### config.mk
export PLATFORM = sky130hd
export DESIGN_NAME = tdc_hit_buffer_flat
export DESIGN_NICKNAME = d
export VERILOG_FILES = /design/src/rtl/tdc_hit_pkg.sv /design/src/rtl/tdc_hit_buffer_if.sv /design/src/rtl/tdc_sync_fifo.sv /design/src/rtl/tdc_hit_buffer.sv /design/src/flat_wrapper.sv
export SDC_FILE = /design/constraint.sdc
export NUM_CORES = 1
export LEC_CHECK = 0
export CAP_MARGIN = 10
export CELL_PAD_IN_SITES_DETAIL_PLACEMENT = 0
export CELL_PAD_IN_SITES_GLOBAL_PLACEMENT = 2
export CORE_ASPECT_RATIO = 2
export CORE_MARGIN = 3
export CORE_UTILIZATION = 45
export CTS_BUF_LIST = sky130_fd_sc_hd__clkbuf_16
export DETAILED_ROUTE_END_ITERATION = 16
export GPL_ROUTABILITY_DRIVEN = 0
export PLACE_DENSITY_LB_ADDON = 0.1
export SYNTH_ARGS = -nofsm -noshare
export SYNTH_HDL_FRONTEND = slang
export SYNTH_SLANG_ARGS = --single-unit
### constraint.sdc
create_clock -name clk40M -period 9.3 [get_ports clk40M]
set_clock_uncertainty 0.05 [all_clocks]
set_input_delay 0.93 -clock clk40M [delete_from_list [all_inputs] [get_ports clk40M]]
set_output_delay 0.93 -clock clk40M [all_outputs]
set_load 0.005 [all_outputs]
### src/rtl/tdc_hit_pkg.sv
// Shared widths, field positions and encoder sentinel codes for the TDC hit buffer.
// Included by the hit buffer, its output interface and the testbench.
package tdc_hit_pkg;

    localparam int TDC_CODE_W = 12;
    localparam int WORD_W     = 24;

    localparam int OVF_BIT    = 23;
    localparam int BCID_MSB   = 22;
    localparam int BCID_LSB   = 12;
    localparam int CODE_MSB   = 11;
    localparam int BCID_FW    = BCID_MSB - BCID_LSB + 1;

    // Encoder emits these when the hit is invalid or the delay line saturated.
    localparam logic [TDC_CODE_W-1:0] INVALID_LO = 12'h000;
    localparam logic [TDC_CODE_W-1:0] INVALID_HI = 12'hFFF;

    typedef struct packed {
        logic                  ovf;
        logic [BCID_FW-1:0]    bcid;
        logic [CODE_MSB:0]     code;
    } hit_word_t;

    function automatic logic code_invalid(input logic [TDC_CODE_W-1:0] code);
        return (code == INVALID_LO) || (code == INVALID_HI);
    endfunction

endpackage

### src/rtl/tdc_hit_buffer_if.sv
// Readout stream from the hit buffer to the serializer (valid/ready).
// The master drives dout/dout_valid; the slave answers with dout_ready.
interface tdc_hit_buffer_if;
    import tdc_hit_pkg::*;

    logic [WORD_W-1:0] dout;
    logic              dout_valid;
    logic              dout_ready;

    modport master (
        output dout,
        output dout_valid,
        input  dout_ready
    );

    modport slave (
        input  dout,
        input  dout_valid,
        output dout_ready
    );

endinterface

### src/rtl/tdc_sync_fifo.sv
// Generic synchronous first-word-fall-through FIFO with wrap-bit pointers and registered count.
// Latency: a write is visible on rd_data the cycle after its edge; no write-to-read bypass.
// Backpressure: writes are refused when full unless a read pops in the same cycle.
module tdc_sync_fifo #(
    parameter int WIDTH = 24,
    parameter int DEPTH = 16
) (
    input  logic                     clk,
    input  logic                     rst_n,
    input  logic                     wr_en,
    input  logic [WIDTH-1:0]         wr_data,
    input  logic                     rd_en,
    output logic [WIDTH-1:0]         rd_data,
    output logic                     full,
    output logic                     empty,
    output logic [$clog2(DEPTH):0]   count
);

    localparam int AW = $clog2(DEPTH);

    logic [WIDTH-1:0] mem [DEPTH];
    logic [AW:0]      wr_ptr;
    logic [AW:0]      rd_ptr;
    logic             do_wr;
    logic             do_rd;

    assign empty = (wr_ptr == rd_ptr);
    assign full  = (wr_ptr[AW] != rd_ptr[AW]) && (wr_ptr[AW-1:0] == rd_ptr[AW-1:0]);

    // When full, the slot being written is the one being popped this cycle.
    assign do_rd = rd_en && !empty;
    assign do_wr = wr_en && (!full || do_rd);

    always_ff @(posedge clk) begin
        if (!rst_n) begin
            wr_ptr <= '0;
            rd_ptr <= '0;
            count  <= '0;
        end else begin
            if (do_wr) begin
                wr_ptr <= wr_ptr + (AW+1)'(1);
            end
            if (do_rd) begin
                rd_ptr <= rd_ptr + (AW+1)'(1);
            end
            case ({do_wr, do_rd})
                2'b10:   count <= count + (AW+1)'(1);
                2'b01:   count <= count - (AW+1)'(1);
                default: count <= count;
            endcase
        end
    end

    always_ff @(posedge clk) begin
        if (do_wr) begin
            mem[wr_ptr[AW-1:0]] <= wr_data;
        end
    end

    // Gate with empty so the output reads zero after reset, not stale storage.
    assign rd_data = empty ? '0 : mem[rd_ptr[AW-1:0]];

endmodule

### src/rtl/tdc_hit_buffer.sv
// Tags TDC hits with a free-running BCID and queues them in an FWFT FIFO; optional TDC_CODE_FILTER_EN discards 0x000/0xFFF codes.
// Latency: a hit appears on dout one cycle after its write edge; no same-cycle bypass.
// Backpressure: dout holds while dout_ready=0; hits arriving on a full FIFO without a pop are dropped and flagged.
module tdc_hit_buffer
    import tdc_hit_pkg::*;
#(
    parameter int DEPTH    = 16,
    parameter int BCID_W   = 11,
    parameter int BCID_MAX = 1781,
    parameter int DROP_W   = 8
) (
    input  logic                     clk40M,
    input  logic                     rst_n,
    input  logic                     bcid_rst,
    input  logic                     hit_valid,
    input  logic [TDC_CODE_W-1:0]    TDC_bin_code,
    tdc_hit_buffer_if.master         rdout,
    output logic                     fifo_full,
    output logic                     fifo_empty,
    output logic [$clog2(DEPTH):0]   word_cnt,
    output logic [DROP_W-1:0]        drop_cnt
`ifdef TDC_CODE_FILTER_EN
    ,
    output logic [DROP_W-1:0]        filt_cnt
`endif
);

    logic [BCID_W-1:0]  bcid;
    logic               ovf_pending;
    logic               hit_ok;
    logic               rd_fire;
    logic               wr_accept;
    logic               hit_drop;
    hit_word_t          wr_word;
    logic [WORD_W-1:0]  fifo_dout;
    logic               fifo_vld;

    always_ff @(posedge clk40M) begin
        if (!rst_n) begin
            bcid <= '0;
        end else if (bcid_rst) begin
            bcid <= '0;
        end else if (bcid == BCID_W'(BCID_MAX)) begin
            bcid <= '0;
        end else begin
            bcid <= bcid + BCID_W'(1);
        end
    end

`ifdef TDC_CODE_FILTER_EN
    logic code_bad;

    assign code_bad = code_invalid(TDC_bin_code);
    assign hit_ok   = hit_valid && !code_bad;

    always_ff @(posedge clk40M) begin
        if (!rst_n) begin
            filt_cnt <= '0;
        end else if (hit_valid && code_bad && (filt_cnt != '1)) begin
            filt_cnt <= filt_cnt + DROP_W'(1);
        end
    end
`else
    assign hit_ok = hit_valid;
`endif

    assign fifo_vld  = !fifo_empty;
    assign rd_fire   = fifo_vld && rdout.dout_ready;
    assign wr_accept = hit_ok && (!fifo_full || rd_fire);
    assign hit_drop  = hit_ok && fifo_full && !rd_fire;

    always_comb begin
        wr_word      = '0;
        wr_word.ovf  = ovf_pending;
        wr_word.bcid = bcid;
        wr_word.code = TDC_bin_code;
    end

    // ovf_pending marks the first word stored after one or more losses.
    always_ff @(posedge clk40M) begin
        if (!rst_n) begin
            ovf_pending <= 1'b0;
            drop_cnt    <= '0;
        end else begin
            if (hit_drop) begin
                ovf_pending <= 1'b1;
                if (drop_cnt != '1) begin
                    drop_cnt <= drop_cnt + DROP_W'(1);
                end
            end else if (wr_accept) begin
                ovf_pending <= 1'b0;
            end
        end
    end

    tdc_sync_fifo #(
        .WIDTH (WORD_W),
        .DEPTH (DEPTH)
    ) u_fifo (
        .clk     (clk40M),
        .rst_n   (rst_n),
        .wr_en   (wr_accept),
        .wr_data (wr_word),
        .rd_en   (rdout.dout_ready),
        .rd_data (fifo_dout),
        .full    (fifo_full),
        .empty   (fifo_empty),
        .count   (word_cnt)
    );

    assign rdout.dout       = fifo_dout;
    assign rdout.dout_valid = fifo_vld;

endmodule

### src/flat_wrapper.sv
// flat-port wrapper written by rule: the top's interface ports become plain ports
module tdc_hit_buffer_flat import tdc_hit_pkg::*;
#(
    parameter int DEPTH    = 16,
    parameter int BCID_W   = 11,
    parameter int BCID_MAX = 1781,
    parameter int DROP_W   = 8
)
  (clk40M, rst_n, bcid_rst, hit_valid, TDC_bin_code, fifo_full, fifo_empty, word_cnt, drop_cnt, rdout_dout, rdout_dout_valid, rdout_dout_ready);
  tdc_hit_buffer_if rdout_i ();
  input  logic clk40M;
  input  logic rst_n;
  input  logic bcid_rst;
  input  logic hit_valid;
  input  logic [TDC_CODE_W-1:0] TDC_bin_code;
  output logic fifo_full;
  output logic fifo_empty;
  output logic [$clog2(DEPTH):0] word_cnt;
  output logic [DROP_W-1:0] drop_cnt;
  output wire logic [$bits(rdout_i.dout)-1:0] rdout_dout;
  output wire logic [$bits(rdout_i.dout_valid)-1:0] rdout_dout_valid;
  input wire logic [$bits(rdout_i.dout_ready)-1:0] rdout_dout_ready;
  assign rdout_dout = rdout_i.dout;
  assign rdout_dout_valid = rdout_i.dout_valid;
  assign rdout_i.dout_ready = rdout_dout_ready;
  tdc_hit_buffer #(.DEPTH(DEPTH), .BCID_W(BCID_W), .BCID_MAX(BCID_MAX), .DROP_W(DROP_W)) u_core (.clk40M(clk40M), .rst_n(rst_n), .bcid_rst(bcid_rst), .hit_valid(hit_valid), .TDC_bin_code(TDC_bin_code), .rdout(rdout_i), .fifo_full(fifo_full), .fifo_empty(fifo_empty), .word_cnt(word_cnt), .drop_cnt(drop_cnt));
endmodule
Word-level counts from Yosys, hierarchy flattened. Memory sizes are Yosys's and may differ from the RTL's. A register that Yosys moved wholly into a read port is not among the register bits. Cells that the tools add are included. W data, S select, Z words.

ROM bits: 0. Latch bits: 0. Memories: 1. Word-level logic and storage cells: 43. Memory bits (writable): 384. Register bits: 35. Input port bits: 17.

Memories: u_core.u_fifo.mem (depth 16, bits a word 24, read ports 1, clocked after memory_dff 1, wr ports 1, line tdc_sync_fifo.sv:21) `logic [WIDTH-1:0] mem [DEPTH];`.

Reductions and logical operators: 14. Multiplexer cells: 8. Shifts and indexed selects: 0. Divide/modulo/power cells: 0. Equal/unequal tests: 7. Add/sub/neg operators: 6. Magnitude comparators: 0. $mul: 0. Bitwise gates (word level): 1.

Operator list (number): $mux W24 (1); $add A5 B1 Y5 const B (3); $add A11 B1 Y11 const B (1); $eq A11 B11 Y1 const B (1); $pmux W5 S2 (1); $add A8 B1 Y8 const B (1); $mux W4 (2); $ne A8 B8 Y1 const B (1); $logic_and A1 B1 Y1 (6); $eq A5 B5 Y1 (1); $sub A5 B1 Y5 const B (1); $eq A4 B4 Y1 (1); $mux W1 (4); $reduce_bool A2 Y1 (2); $logic_not A1 Y1 (3); $reduce_or A3 Y1 (1); $eq A2 B1 Y1 const B (1); $eq A2 B2 Y1 const B (1); $reduce_and A2 Y1 (1); $logic_or A1 B1 Y1 (1); $ne A1 B1 Y1 (1); $not A1 Y1 (1).

Logic depth before layout (Yosys ltp). Gate-level depths: netlist (run 1).

Depth after elaboration: 8. Mapped depth: 12. Depth with buffers taken out: 10.

Modules after synthesis. Synthesis (run 1) repeated with hierarchy kept, for this count alone.

Cell total of the unflattened synthesis: 846. Area, all modules: 16737.3 sq um.

By module, submodules not included: tdc_sync_fifo (area an instance 15792.6 sq um, instances 1, cells each 742); tdc_hit_buffer (area an instance 944.7 sq um, instances 1, cells each 104).

Least setup slack after synthesis (run 1). OpenSTA, ideal clock, no wires.

Kind: input-to-reg. From: input port hit_valid. To: memory u_core.u_fifo.mem[0][0] (enable). Stages on the path: 4. Data required time: 8815 ps. Buffers on the path: 1. Arrival: 3356 ps. Path slack: 5459 ps. Cell sequence: clkbuf_1 a21boi_1 nand2_1 nor3_1.

Word-level cells in the longest chain between the ends: 4.

RTL lines: from (decl) (line flat_wrapper.sv:14) `input logic hit_valid;`; $logic_and A1 B1 Y1 (line tdc_hit_buffer.sv:69) `assign wr_accept = hit_ok && (!fifo_full || rd_fire);`; $logic_and A1 B1 Y1 (line tdc_sync_fifo.sv:32) `assign do_wr = wr_en && (!full || do_rd);`; $mux W1 (line tdc_sync_fifo.sv:55) `if (do_wr) begin`; $mux W1 (implied by the code) (line tdc_sync_fifo.sv:56) `mem[wr_ptr[AW-1:0]] <= wr_data;`; to (decl) (line tdc_sync_fifo.sv:21).

No other way between the ends.

==> results of run 1 <==
## cells by family (layout without fill, tap and decap cells)
logic type,Yosys count,in the layout,share of synthesized area [%]
other cells,0,1,0
simple gates,125,125,4.06
fa+ha+maj,12,12,0.952
buf+inv,48,155,1.44
mux,129,129,16.9
xor+xnor,24,24,1.27
compound gates,28,28,1.11
flops,423,423,74.3
## worst min-delay path by stage
stage                           startpoint  cells past startpoint                endpoint
floorplan           u_core.u_fifo.count[4]                      2  u_core.u_fifo.count[4]
global placement    u_core.u_fifo.count[4]                      2  u_core.u_fifo.count[4]
detailed placement  u_core.u_fifo.count[4]                      2  u_core.u_fifo.count[4]
CTS                 u_core.u_fifo.count[4]                      2  u_core.u_fifo.count[4]
global route        u_core.u_fifo.count[2]                      2  u_core.u_fifo.count[2]
finish              u_core.u_fifo.count[4]                      2  u_core.u_fifo.count[4]
## layout make-up
cell class	instances	area share (%)
Timing Repair Buffer	78	3.82
Multi-Input combinational cell	318	21.5
Sequential cell	423	64.9
Antenna cell	1	0.0132
Tap cell	450	2.96
Inverter	9	0.178
Clock buffer	41	5.40
Clock inverter	27	1.32
## power groups by stage
stage | Clock, mW | Sequential (mW) | Combinational (mW)
floorplan | 0 | 2.15 | 0.351
global placement | 0 | 2.19 | 0.488
detailed placement | 0 | 2.19 | 0.496
CTS | 1.65 | 2.15 | 0.498
global route | 1.71 | 2.16 | 0.524
finish | 1.60 | 2.15 | 0.483
## critical path, stage by stage, from the launching register on
cell and delay (ns):
dfxtp_4 1.07, buf_4 0.84, mux4_2 0.60, mux4_2 0.47, and2_1 0.20, clkdlybuf4s50_1 0.46
## layer usage
layer  vias to the layer above  routed length, um  share of wire, %  GRT usage, %
met1                      4165              13700                37          22.4
met2                       186              20700                56          35.0
met4                         0                897               2.5          5.59
met5                         -                  0                 0             0
met3                        53               1350               3.7          2.47
li1                       3362                  -                 -             -
## cells in the final DEF (no fill, tap or decap), drive strengths merged, types with 13 or more instances in the layout
master,instances
dfxtp,39
nor2,25
and2,34
nand2,21
edfxtp,384
clkdlybuf4s50,56
mux4,120
clkinv,16
inv,15
clkbuf,41
xor2,13
buf,22
## registers in the layout (all words and copies together), names as in the netlist, named ones only
name,cells
u_core.u_fifo.rd_ptr,5
u_core.ovf_pending,1
u_core.u_fifo.wr_ptr,5
u_core.bcid,11
u_core.u_fifo.count,5
u_core.u_fifo.mem,384
u_core.drop_cnt,8
## Yosys cell counts, types with 3 or more instances
cell and n:
ha_1 11, dfxtp_1 39, a21boi_1 4, xnor2_1 11
xor2_1 13, buf_6 6, nor2_1 25, a21boi_0 3
nand2b_1 8, or3_1 4, a21o_1 3, buf_1 7
nand2_1 21, nand4_1 7, edfxtp_1 384, a21oi_1 6
and3_1 3, mux2i_1 9, and2_1 34, clkbuf_1 15
nor3_1 6, o21ai_0 7, nand3_1 8, mux4_2 120
inv_1 9, nor2b_1 4, buf_2 11
## metrics by stage
stage                     hold WS, ns  instances
after floorplan                 0.412        789
after global placement          0.409       1278
after detailed placement        0.422       1278
after CTS                       0.436       1346
after global routing            0.488       1347
final                           0.433       1347
==> impl_metrics.csv, run 1 <==
group,metric,value,unit
status,outcome,"complete, no violations",
logic_synthesis,synth_edf_count,384,
cells_and_area,num-nets-final,897,
pwr,p_int,3.31,mW
clocking,cts_sinks,423,
logic_synthesis,seq_area_frac_synth,74.3,%
logic_synthesis,synth_fp_nets,818,
clocking,numCtsBuffers,38,
setup_path,timing.rr.end,"u_core.u_fifo.count[4]",
cells_and_area,drive_gt1_share,24.2,%
timing,setup_viol,0,
logic_synthesis,ys_warn_count,0,
timing,tightest_slew,1.08,ns
logic_synthesis,yosysTopAreaCell,"edfxtp_1",
logic_synthesis,synth_top_cell_area_share,69.6,%
setup_path,critical_path_arrival,4.20,ns
worst_hold_path,hp-class,"reg2reg",
cells_and_area,multi_input_comb_area,0.00408,mm2
detailed_routing,drc,0,
setup_path,cp_max_fo,53,
logic_synthesis,post_synth_main_area_contributors,"edfxtp_1 70%, mux4_2 16%, dfxtp_1 4.7%",
detailed_routing,wire_per_inst,27.2,um
timing,slew_viol_final,0,
clocking,ctsHoldBuffers,0,
detailed_routing,drt-total-wl,36.6,mm
pwr,vdd_drop_max,148,uV
logic_synthesis,synthDistinctLibCells,38,
logic_synthesis,synth_flop_cell,"edfxtp_1",
global_routing,grt_usage,18.8,%
timing,tns,0,ns
detailed_routing,first_pass_iters,5,
pwr,seq_power_share,50.7,%
floorplan,die_h,277,um
place,placed_area,0.0177,mm2
logic_synthesis,ys_ff_latch,423,
setup_path,cp.required,8.32,ns
timing,max_freq,193,MHz
clocking,cts_tree,"built",
floorplan,core,0.0360,mm2
logic_synthesis,synthArstFlopShare,0,%
setup_path,reg2reg_slack,5.98,ns
global_routing,antenna_found_initial,1,
pwr,p_sw,922,uW
floorplan,initial_core_util,46.0,%
timing,fin_crit,5.18,ns
pwr,total_power,4.23,mW
flow_run,drv_cap,0,
clocking,cts_resized,0,
detailed_routing,num_vias,7766,
global_routing,grt_max_degree,54,
cells_and_area,nFillCells,2866,
timing,fin_crit_sh,55.7,%
timing,rsz0062_at_grt,"false",
logic_synthesis,syn-cell-area,0.0166,mm2
global_routing,grt_overflow,0,
setup_path,r2r_start,"u_core.u_fifo.wr_ptr[3]",
setup_path,worstSetupPathType,"reg2out",
place,post-place-ws,4.50,ns
clocking,cts_buffer_depth,3,
detailed_routing,drt_iter0_drc,464,
place,portBuffers,56,
detailed_routing,ant_nets,0,
timing,final_hold_viol_count,0,
setup_path,critPathLaunchType,"flip-flop",
floorplan,die-area,0.0393,mm2
setup_path,crit_end,"rdout_dout[15]",
detailed_routing,vias_per_cell,5.77,
clocking,htree_levels,2,
clocking,cts_root_buf,"clkbuf_16",
clocking,clk_pin_slew,0.07,ns
clocking,clk_latency,0.53,ns
place,place_hpwl,19.5,mm
global_routing,grt_pass1_wl,54.2,mm
setup_path,reg2regPathDepth,10,
floorplan,die_w,142,um
cells_and_area,design_area,0.0190,mm2
floorplan,io_pins,57,
logic_synthesis,synthCells,789,
pwr,p_sw_share,21.8,%
floorplan,row_count,98,
cells_and_area,seq_area,0.0123,mm2
pwr,p_per_area,223,mW/mm2
pwr,clkPwrFrac,37.8,%
global_routing,grt_pass1_vias,8739,
clocking,postCtsSetupBuffers,0,
pwr,p_leak,5.93,nW
timing,finalWorstSetupSlack,4.12,ns
cells_and_area,area_growth,14.7,%
pwr,pwr-share-comb,11.4,%
logic_synthesis,syn-mean-instance-area,21.0,um2
timing,slew_headroom,28.0,%
setup_path,end_kind,"output pin",
cells_and_area,utilization,52.7,%
Power figures use the tool's default switching activity.
==> run 2: changes to the inputs <==
--- a/config.mk
+++ b/config.mk
@@ -10,7 +10,7 @@
 export CELL_PAD_IN_SITES_GLOBAL_PLACEMENT = 2
 export CORE_ASPECT_RATIO = 2
 export CORE_MARGIN = 3
-export CORE_UTILIZATION = 45
+export CORE_UTILIZATION = 44
 export CTS_BUF_LIST = sky130_fd_sc_hd__clkbuf_16
 export DETAILED_ROUTE_END_ITERATION = 16
 export GPL_ROUTABILITY_DRIVEN = 0
==> constraint.sdc (replaced) <==
create_clock -name clk40M -period 4.25 [get_ports clk40M]
set_clock_uncertainty 0.05 [all_clocks]
set_input_delay 0.425 -clock clk40M [delete_from_list [all_inputs] [get_ports clk40M]]
set_output_delay 0.425 -clock clk40M [all_outputs]
set_load 0.005 [all_outputs]
==> impl_metrics.csv, run 2 (same netlist as run 1, synthesis figures left out) <==
group,metric,value,unit
pwr,p_leak,5.96,nW
pwr,vdd_drop_max,255,uV
cells_and_area,largest_reg_flops,384,
floorplan,io_pins,57,
floorplan,die-area,0.0402,mm2
place,placed_area,0.0179,mm2
detailed_routing,routed.top_layer,"met4",
timing,tightest_slew,0.974,ns
setup_path,cp_cell_sequence,"buf_4 -> mux4_2 -> mux4_2 -> and2_1 -> clkdlybuf4s50_1",
detailed_routing,ant_nets,0,
detailed_routing,num_vias,7800,
timing,rsz0062_at_grt,"false",
setup_path,max_stage_delay,0.59,ns
cells_and_area,final_cells,1358,
place,post-place-ws,1.11,ns
clocking,clk_latency,0.53,ns
detailed_routing,drt-total-wl,37.0,mm
clocking,cts_tree,"built",
detailed_routing,wl_met3,1.22,mm
timing,tns,0,ns
setup_path,critical_path_arrival,3.15,ns
detailed_routing,drt_iter0_drc,478,
timing,final_hold_viol_count,0,
timing,finalWorstSetupSlack,0.629,ns
detailed_routing,wl_met1,14.2,mm
global_routing,grt_pass1_wl,55.1,mm
cells_and_area,num-nets-final,904,
worst_hold_path,hp-class,"reg2reg",
clocking,cts_root_buf,"clkbuf_16",
place,place_inst,1289,
clocking,cts_resized,0,
setup_path,cp_max_fo,30,
setup_path,worstSetupPathType,"reg2out",
pwr,total_power,9.15,mW
clocking,cts_sinks,423,
timing,fin_crit,3.62,ns
cells_and_area,final_common_cell,"edfxtp_1",
timing,holdWs,0.443,ns
detailed_routing,vias_per_cell,5.74,
status,outcome,"complete, no violations",
clocking,ctsHoldBuffers,0,
floorplan,core,0.0368,mm2
clocking,htree_levels,2,
detailed_routing,drc,0,
cells_and_area,utilization,51.9,%
cells_and_area,area_growth,15.3,%
timing,slew_headroom,34.2,%
clocking,numCtsBuffers,38,
cells_and_area,antennaDiodeCount,0,
global_routing,grt_pass1_vias,8609,
cells_and_area,drive_gt1_share,24.4,%
timing,fin_crit_sh,85.2,%
timing,slew_viol_final,0,
timing,max_freq,276,MHz
detailed_routing,first_pass_iters,4,
timing,setup_viol,0,
global_routing,antenna_found_initial,0,
global_routing,grt_usage,18.9,%
cells_and_area,design_area,0.0191,mm2
flow_run,drv_cap,0,
setup_path,crit_path_frequent_cell,"mux4_2",
global_routing,grt_overflow,0,
cells_and_area,final_cell_mix,"384 x edfxtp_1, 120 x mux4_2, 56 x clkdlybuf4s50_1",
floorplan,initial_core_util,45.0,%
setup_path,crit_cells,5,
setup_path,reg2regPathDepth,8,
clocking,clk_pin_slew,0.06,ns
pwr,p_per_area,479,mW/mm2
worst_hold_path,hold_depth,2,
detailed_routing,wire_per_inst,27.2,um
floorplan,row_count,99,
setup_path,end_kind,"output pin",
floorplan,die_w,143,um
setup_path,critPathSlowestCell,"mux4_2",
setup_path,worstPathBufferInverterCount,2,
setup_path,critPathLaunchType,"flip-flop",
place,place_hpwl,20.2,mm
clocking,cts_buffer_depth,3,
global_routing,grt_max_degree,67,
place,portBuffers,56,
detailed_routing,wl_met2,20.5,mm
floorplan,die_h,280,um
setup_path,cp_top_family,"multiplexers",
setup_path,cp.required,3.77,ns
clocking,postCtsSetupBuffers,0,
## run 2: cell types whose count changed in the layout (fill, tap and decap cells not counted), sizes merged
cell / change
diode: -1
clkinv: -1
inv: +4
buf: +7
bufinv: -1
clkinvlp: +1
clkbuf: -2
## run 2: worst paths after layout
check	from	to	slack, ns
hold reg to reg	u_core.u_fifo.count[4]	u_core.u_fifo.count[4]	0.44
setup reg to reg	u_core.u_fifo.wr_ptr[3]	u_core.u_fifo.count[4]	1.14
setup / recovery	flip-flop	rdout_dout[0]	0.63
hold / removal	u_core.u_fifo.count[4]	u_core.u_fifo.count[4]	0.44
## run 2: metal layers
metal | GRT usage (%) | vias up
met1 | 23.2 | 4192
met3 | 2.51 | 58
met5 | 0 | -
li1 | - | 3380
met4 | 5.70 | 0
met2 | 34.6 | 170
## run 2: where the power goes
part	internal [mW]	total [mW]	switching [mW]
combinational	0.634	1.15	0.517
clock	1.91	3.37	1.46
sequential	4.58	4.63	0.0497
total	7.13	9.15	2.02
## run 2: final cells by class
type                    instances  area (um2)
well taps                     454         568
fillers                      2928       17700
inverters                       9        33.8
multi-input cells             318        4080
clock inverters                30         241
clock buffers                  39         976
repair buffers                 85         878
flip-flops and latches        423       12300
## run 2: worst reg2reg max path: cells and delay by family (launching register included)
kind | cells | cell delay [ns]
xor gates and xnor gates | 1 | 0.18
muxes | 2 | 0.43
AOI/OAI and AO/OA | 3 | 0.76
and+or+nand+nor | 1 | 0.64
adders and majority gates | 1 | 0.43
DFF | 1 | 0.57
